==> src/rtl/pipeline_hazard_controller.sv <==
// Stall, flush and operand-forwarding control for the F/D/E/W integer pipeline.
// Tracks load-use, data-memory wait and redirect conditions with a four-state FSM.
module pipeline_hazard_controller #(
   parameter int WAIT_TIMEOUT = 16,
   parameter int CNT_W        = 32
) (
   input  logic             clk,
   input  logic             reset,
   input  logic [1:0]       PCSrcE,
   input  logic             UsesA_E,
   input  logic             UsesB_E,
   input  logic [4:0]       A1_E,
   input  logic [4:0]       A2_E,
   input  logic             RegWE_E_W,
   input  logic [4:0]       A3_W,
   input  logic             MemReadW,
   input  logic [4:0]       A4_W,
   input  logic             MemAccessW,
   input  logic             MemReadyW,
   output logic             StallF,
   output logic             StallD,
   output logic             StallE,
   output logic             StallW,
   output logic             FlushD,
   output logic             FlushE,
   output logic             FlushW,
   output logic [1:0]       fwdA_E,
   output logic [1:0]       fwdB_E,
   output logic             mem_timeout_o,
   output logic [CNT_W-1:0] stall_cnt_o
);

   typedef enum logic [1:0] {
      RUN        = 2'd0,
      LOAD_STALL = 2'd1,
      USE_BUF    = 2'd2,
      MEM_WAIT   = 2'd3
   } state_t;

   localparam logic [7:0] TIMEOUT_AT = 8'(WAIT_TIMEOUT - 1);

   state_t           state_q, state_d;
   logic [4:0]       buf_rd_q, buf_rd_d;
   logic             buf_v_q, buf_v_d;
   logic [7:0]       wait_cnt_q, wait_cnt_d;
   logic             timeout_q, timeout_d;
   logic [CNT_W-1:0] stall_cnt_q, stall_cnt_d;

   logic             mem_wait, load_use, redirect, timeout_set;
   logic             stall_f, stall_d, stall_e, stall_w;
   logic             flush_d, flush_e, flush_w;
   logic [1:0]       fwd_a, fwd_b;

   logic [1:0]       uses_e;
   logic [1:0][4:0]  src_e;
   logic [1:0]       match_w, ld_hit, buf_hit;
   logic [1:0][1:0]  fwd_sel;

   assign uses_e   = {UsesB_E, UsesA_E};
   assign src_e    = {A2_E, A1_E};

   // Per-operand hazard detection; x0 never matches anything.
   genvar gi;
   generate
      for (gi = 0; gi < 2; gi++) begin : g_opnd
         assign match_w[gi] = uses_e[gi] & RegWE_E_W & (A3_W == src_e[gi]) & (src_e[gi] != 5'd0);
         assign ld_hit[gi]  = uses_e[gi] & MemReadW & (A4_W == src_e[gi]) & (src_e[gi] != 5'd0);
         assign buf_hit[gi] = buf_v_q & (state_q == LOAD_STALL) & uses_e[gi]
                              & (buf_rd_q == src_e[gi]) & (buf_rd_q != 5'd0);
         assign fwd_sel[gi] = buf_hit[gi] ? 2'b10 : (match_w[gi] ? 2'b01 : 2'b00);
      end
   endgenerate

   assign mem_wait = MemAccessW & ~MemReadyW;
   assign load_use = |ld_hit;
   assign redirect = (PCSrcE != 2'b00);

   always_comb begin
      state_d     = state_q;
      buf_rd_d    = buf_rd_q;
      buf_v_d     = buf_v_q;
      wait_cnt_d  = wait_cnt_q;
      timeout_set = 1'b0;
      stall_f     = 1'b0;
      stall_d     = 1'b0;
      stall_e     = 1'b0;
      stall_w     = 1'b0;
      flush_d     = 1'b0;
      flush_e     = 1'b0;
      flush_w     = 1'b0;
      fwd_a       = 2'b00;
      fwd_b       = 2'b00;

      if (mem_wait) begin
         // Whole pipe freezes; a pending redirect stays parked in E.
         state_d = MEM_WAIT;
         stall_f = 1'b1;
         stall_d = 1'b1;
         stall_e = 1'b1;
         stall_w = 1'b1;
         if (wait_cnt_q != 8'hFF) begin
            wait_cnt_d = wait_cnt_q + 8'd1;
         end
         timeout_set = (wait_cnt_q >= TIMEOUT_AT);
      end else begin
         wait_cnt_d = 8'd0;
         if (load_use) begin
            // Hold F/D/E and bubble W so the load result lands in the stall buffer.
            state_d  = LOAD_STALL;
            stall_f  = 1'b1;
            stall_d  = 1'b1;
            stall_e  = 1'b1;
            flush_w  = 1'b1;
            buf_rd_d = A4_W;
            buf_v_d  = 1'b1;
         end else begin
            fwd_a   = fwd_sel[0];
            fwd_b   = fwd_sel[1];
            flush_d = redirect;
            flush_e = redirect;
            case (state_q)
               LOAD_STALL: state_d = USE_BUF;
               default: begin
                  state_d = RUN;
                  buf_v_d = 1'b0;
               end
            endcase
         end
      end
   end

   always_comb begin
      stall_cnt_d = stall_cnt_q;
      if (stall_f && (stall_cnt_q != {CNT_W{1'b1}})) begin
         stall_cnt_d = stall_cnt_q + CNT_W'(1);
      end
      timeout_d = timeout_q | timeout_set;
   end

   always_ff @(posedge clk or negedge reset) begin
      if (!reset) begin
         state_q     <= RUN;
         buf_rd_q    <= 5'd0;
         buf_v_q     <= 1'b0;
         wait_cnt_q  <= 8'd0;
         timeout_q   <= 1'b0;
         stall_cnt_q <= '0;
      end else begin
         state_q     <= state_d;
         buf_rd_q    <= buf_rd_d;
         buf_v_q     <= buf_v_d;
         wait_cnt_q  <= wait_cnt_d;
         timeout_q   <= timeout_d;
         stall_cnt_q <= stall_cnt_d;
      end
   end

   // Controls are combinational on live inputs, so gate them with reset directly.
   assign StallF        = reset & stall_f;
   assign StallD        = reset & stall_d;
   assign StallE        = reset & stall_e;
   assign StallW        = reset & stall_w;
   assign FlushD        = reset & flush_d;
   assign FlushE        = reset & flush_e;
   assign FlushW        = reset & flush_w;
   assign fwdA_E        = reset ? fwd_a : 2'b00;
   assign fwdB_E        = reset ? fwd_b : 2'b00;
   assign mem_timeout_o = reset & (timeout_q | timeout_set);
   assign stall_cnt_o   = stall_cnt_q;

endmodule

==> config.mk <==
export PLATFORM = sky130hd
export DESIGN_NAME = pipeline_hazard_controller
export DESIGN_NICKNAME = d
export VERILOG_FILES = /design/src/rtl/pipeline_hazard_controller.sv
export SDC_FILE = /design/constraint.sdc
export NUM_CORES = 1
export LEC_CHECK = 0
export ABC_CLOCK_PERIOD_IN_PS = 2400
export BUFFER_PORTS_ARGS = -buffer_cell sky130_fd_sc_hd__buf_2
export CAP_MARGIN = 5
export CORE_UTILIZATION = 40
export CTS_CLUSTER_DIAMETER = 200
export DETAILED_ROUTE_END_ITERATION = 10
export PLACE_DENSITY = 0.69
export SLEW_MARGIN = 20
export SYNTH_ARGS = -nofsm -noshare
export SYNTH_HDL_FRONTEND = slang
export SYNTH_SLANG_ARGS = --single-unit
==> constraint.sdc <==
create_clock -name clk -period 2.4 [get_ports clk]
set_input_delay 0.48 -clock clk [delete_from_list [all_inputs] [get_ports clk]]
set_output_delay 0.48 -clock clk [all_outputs]
set_load 0.02 [all_outputs]
==> flow_summary.yaml <==
run_status:
  run_status: "finished with violations"
  failed_checks: "setup timing"
layout:
  share_of_cells_above_drive_strength_1_pct: 36.5
  finalNetCount: 406
  syn_to_final_growth_pct: 31.6
  post-route-cell-area_mm2: 0.00377
  filler_cell_count: 599
  finish.utilization_pct: 54.9
  diodes: 0
logic_synthesis:
  synth_area_mm2: 0.00286
  yosys_warnings: 0
  synth-edff-count: 0
  ys_async_sr_fraction_pct: 100
  synth_top_area_share_pct: 42.8
  synth_seq_cells: 49
  synth_area_leaders: "sky130_fd_sc_hd__dfrtp_1, sky130_fd_sc_hd__xnor2_1, sky130_fd_sc_hd__xor2_1"
  library_cells_used_by_synthesis: 41
  synth.yosys.seq_area_share_pct: 42.8
  synth_flop_cell: "sky130_fd_sc_hd__dfrtp_1"
  synth_compound_gate_area_share_pct: 3.76
  post_synth_mux_area_share_pct: 2.71
  synth_nets: 310
  postSynthCellCount: 278
  syn_area_per_cell_um2: 10.3
  yosys.area_share.adder_pct: 0.874
  synth_simple_gate_area_share_pct: 27.2
  combinational_family_with_the_most_area_after_synthesis: "simple AND/OR/NAND/NOR gates"
  yosys.cell_count.top_type: "sky130_fd_sc_hd__dfrtp_1"
  netlist.top_cell.by_area: "sky130_fd_sc_hd__dfrtp_1"
  synth_xor_xnor_area_share_pct: 19.3
  post_synth_most_frequent_cells: "sky130_fd_sc_hd__dfrtp_1, sky130_fd_sc_hd__xnor2_1, sky130_fd_sc_hd__xor2_1, sky130_fd_sc_hd__nand3_1"
global_route:
  groute.usage.overall_pct: 19.4
  grt_remaining_overflow: 0
  antenna_found_initial: 0
  pin_count_of_the_biggest_net_entering_global_routing: 42
  grt_pass1_vias: 2390
  grt_first_pass_wirelength_um: 11400
clocking:
  tritoncts.num_buffers: 5
  cts.sinks: 49
  postCtsHoldBufs: 0
  worst_setup_hold_path_clk_slew_ns: 0.10
  source_to_sink_clock_delay_at_the_later_pin_of_the_worst_skew_pair_ns: 0.31
  htree_num_levels: 2
  clk_path_buf_depth: 2
  cts_tree: "yes"
  clock-root-buffer: "sky130_fd_sc_hd__clkbuf_8"
worst_setup_path:
  cp_data_required_time_ns: 1.92
  critical_path.max_fanout: 4
  crit_arrival_ns: 1.95
  endpoint_kind: "output port"
  r2r-start: "stall_cnt_o[0]$_DFFE_PN0P_"
  setup.worst_path.start_class: "primary input"
  worstSetupStartpoint: "A2_E[0]"
  rrSetupSlack_ns: 0.16
  critical_path.slowest_cell: "sky130_fd_sc_hd__or4_4"
  criticalPathCategory: "primary input to output port"
  crit_path_max_incr_delay_ns: 0.51
  cp_cell_sequence: "buf_6 -> or4_4 -> o21ai_2 -> o211a_1 -> inv_2 -> nor4_4 -> buf_4"
floorplan:
  die_area_mm2: 0.00750
  die_x_um: 86.6
  std_cell_rows: 30
  io_pins: 74
  design.core.area_mm2: 0.00687
  fp.dieH_um: 86.6
  initial_utilization_pct: 41.7
run:
  maxCapViolCount: 0
pwr:
  worst_ir_drop_vdd_mv: 0.434
  pwr_dens_mw_per_mm2: 612
  clockPowerShare_pct: 30.6
  netSwitchingFraction_pct: 30.2
  cellInternalPower_w: 0.00161
  power.net_switching_w: 0.000698
  comb_power_share_pct: 24.9
  power.static_leakage_nw: 1.78
  share_seq_of_total_power_pct: 44.4
sta:
  drv_slew: 0
  setup_total_negative_slack_ns: -0.153
  timing.slew.headroom_pct: 62.1
  final-setup-viol-count: 7
  final_hold_viol_count: 0
  max_slew.worst_pin.slew_ns: 0.563
  whs_ns: 0.173
  fin_crit_ns: 2.43
  post-route-worst-setup-slack_ns: -0.0303
  layout_worst_path_cycle_share_pct: 101
  setup_repair_after_global_routing_missed_its_margin: "true"
  final.setup_skew_ns: 0.00893
  max_clock_freq_ghz: 0.411
placement:
  place_area_mm2: 0.00348
  gpl.final_weighted_congestion: 0.886
  io_buffer_count: 73
  hpwl_um: 5140
drt:
  drt_pre_antenna_iters: 4
  wl_per_cell_um: 14.6
  antenna_left: 0
  dr_total_vias: 2478
  detail_route.iter0.violations: 68
  drc_errors: 0
  routed_wirelength_um: 6850
  post_drt_via_cell_ratio: 5.26
min_path:
  hold_path.class: "primary input to asynchronous set/reset pin"
[final cells by class]
| cell class | count | area [µm²] | area share (%) |
|---|---|---|---|
| clock buffers | 5 | 68.8 | 1.83 |
| flip-flops and latches | 49 | 1230 | 32.5 |
| well taps | 96 | 120 | 3.19 |
| clock inverters | 3 | 68.8 | 1.83 |
| repair buffers | 101 | 661 | 17.5 |
| multi-input cells | 215 | 1620 | 42.9 |
| inverters | 2 | 7.51 | 0.199 |
[timing repair]
action	in CTS	in global routing
setup buffers	5	0
gates resized for setup	25	7
pin swaps	14	3
endpoints found under the setup margin	9	10
[per-layer routing]
metal	track usage, %	part of all wire [%]	vias up
li1	-	-	1191
met1	27.4	47	1218
met2	30.0	47	56
met3	4.00	4.5	13
met4	5.76	1.4	0
met5	0	0	-
[flip-flops by register name (all words and copies together) (netlist names)]
register / cells
timeout_q: 1
buf_rd_q: 5
state_q: 2
buf_v_q: 1
wait_cnt_q: 8
stall_cnt_o: 32
[critical path, delay by kind of cell]
| kind | cells | cell delay [ns] |
|---|---|---|
| AO/OA/AOI/OAI | 2 | 0.38 |
| buffers and inverters | 3 | 0.38 |
| AND/OR/NAND/NOR | 2 | 0.71 |
[power groups by stage]
stage / registers (W) / logic, W / clock network [W]
detailed placement: 0.00105 / 0.000526 / 0
CTS: 0.00102 / 0.000570 / 0.000727
finish: 0.00103 / 0.000575 / 0.000707
global placement: 0.00105 / 0.000519 / 0
global route: 0.00104 / 0.000628 / 0.000759
floorplan: 0.00111 / 0.000251 / 0
[placed cells by master (no fill, tap or decap), types with 4 or more instances in the layout]
cell,netlist,routed
sky130_fd_sc_hd__clkbuf_8,0,5
sky130_fd_sc_hd__xor2_1,27,26
sky130_fd_sc_hd__nand2b_1,4,4
sky130_fd_sc_hd__dfrtp_1,49,49
sky130_fd_sc_hd__buf_2,2,59
sky130_fd_sc_hd__o21ai_0,5,4
sky130_fd_sc_hd__nand4_1,17,17
sky130_fd_sc_hd__buf_4,7,32
sky130_fd_sc_hd__and4_1,4,4
sky130_fd_sc_hd__buf_6,2,8
sky130_fd_sc_hd__nor4_1,6,5
sky130_fd_sc_hd__nand3_1,20,20
sky130_fd_sc_hd__nor2_1,12,12
sky130_fd_sc_hd__nor3_2,7,9
sky130_fd_sc_hd__nor3_1,8,6
sky130_fd_sc_hd__and3_1,17,16
sky130_fd_sc_hd__nand2_1,13,13
sky130_fd_sc_hd__xnor2_1,36,36
[per-stage QoR]
stage,worst slack [ns],power [W],std cells
2_1_floorplan,-0.00150,0.00136,278
3_3_place_gp,-0.0415,0.00157,458
3_5_place_dp,-0.0806,0.00157,458
4_1_cts,-0.0407,0.00232,471
5_1_grt,-0.0879,0.00243,471
6_report,-0.0303,0.00231,471
[cells by family after synthesis]
group | Yosys count
simple gates | 127
xor+xnor | 63
flops | 49
compound gates | 16
buf+inv | 14
mux | 7
fa+ha+maj | 2
[worst paths after layout]
path / end / cells past startpoint
worst max register to register: stall_cnt_o[12]$_DFFE_PN0P_ / 7
worst min register to register: timeout_q$_DFF_PN0_ / 1
min in group clk: buf_rd_q[4]$_DFFE_PN0P_ / 2
worst max-delay path: fwdB_E[0] / 7
max in group asynchronous: stall_cnt_o[26]$_DFFE_PN0P_ / 2
worst min-delay path: buf_v_q$_DFFE_PN0P_ / 2
(Power assumes the default switching activity.)
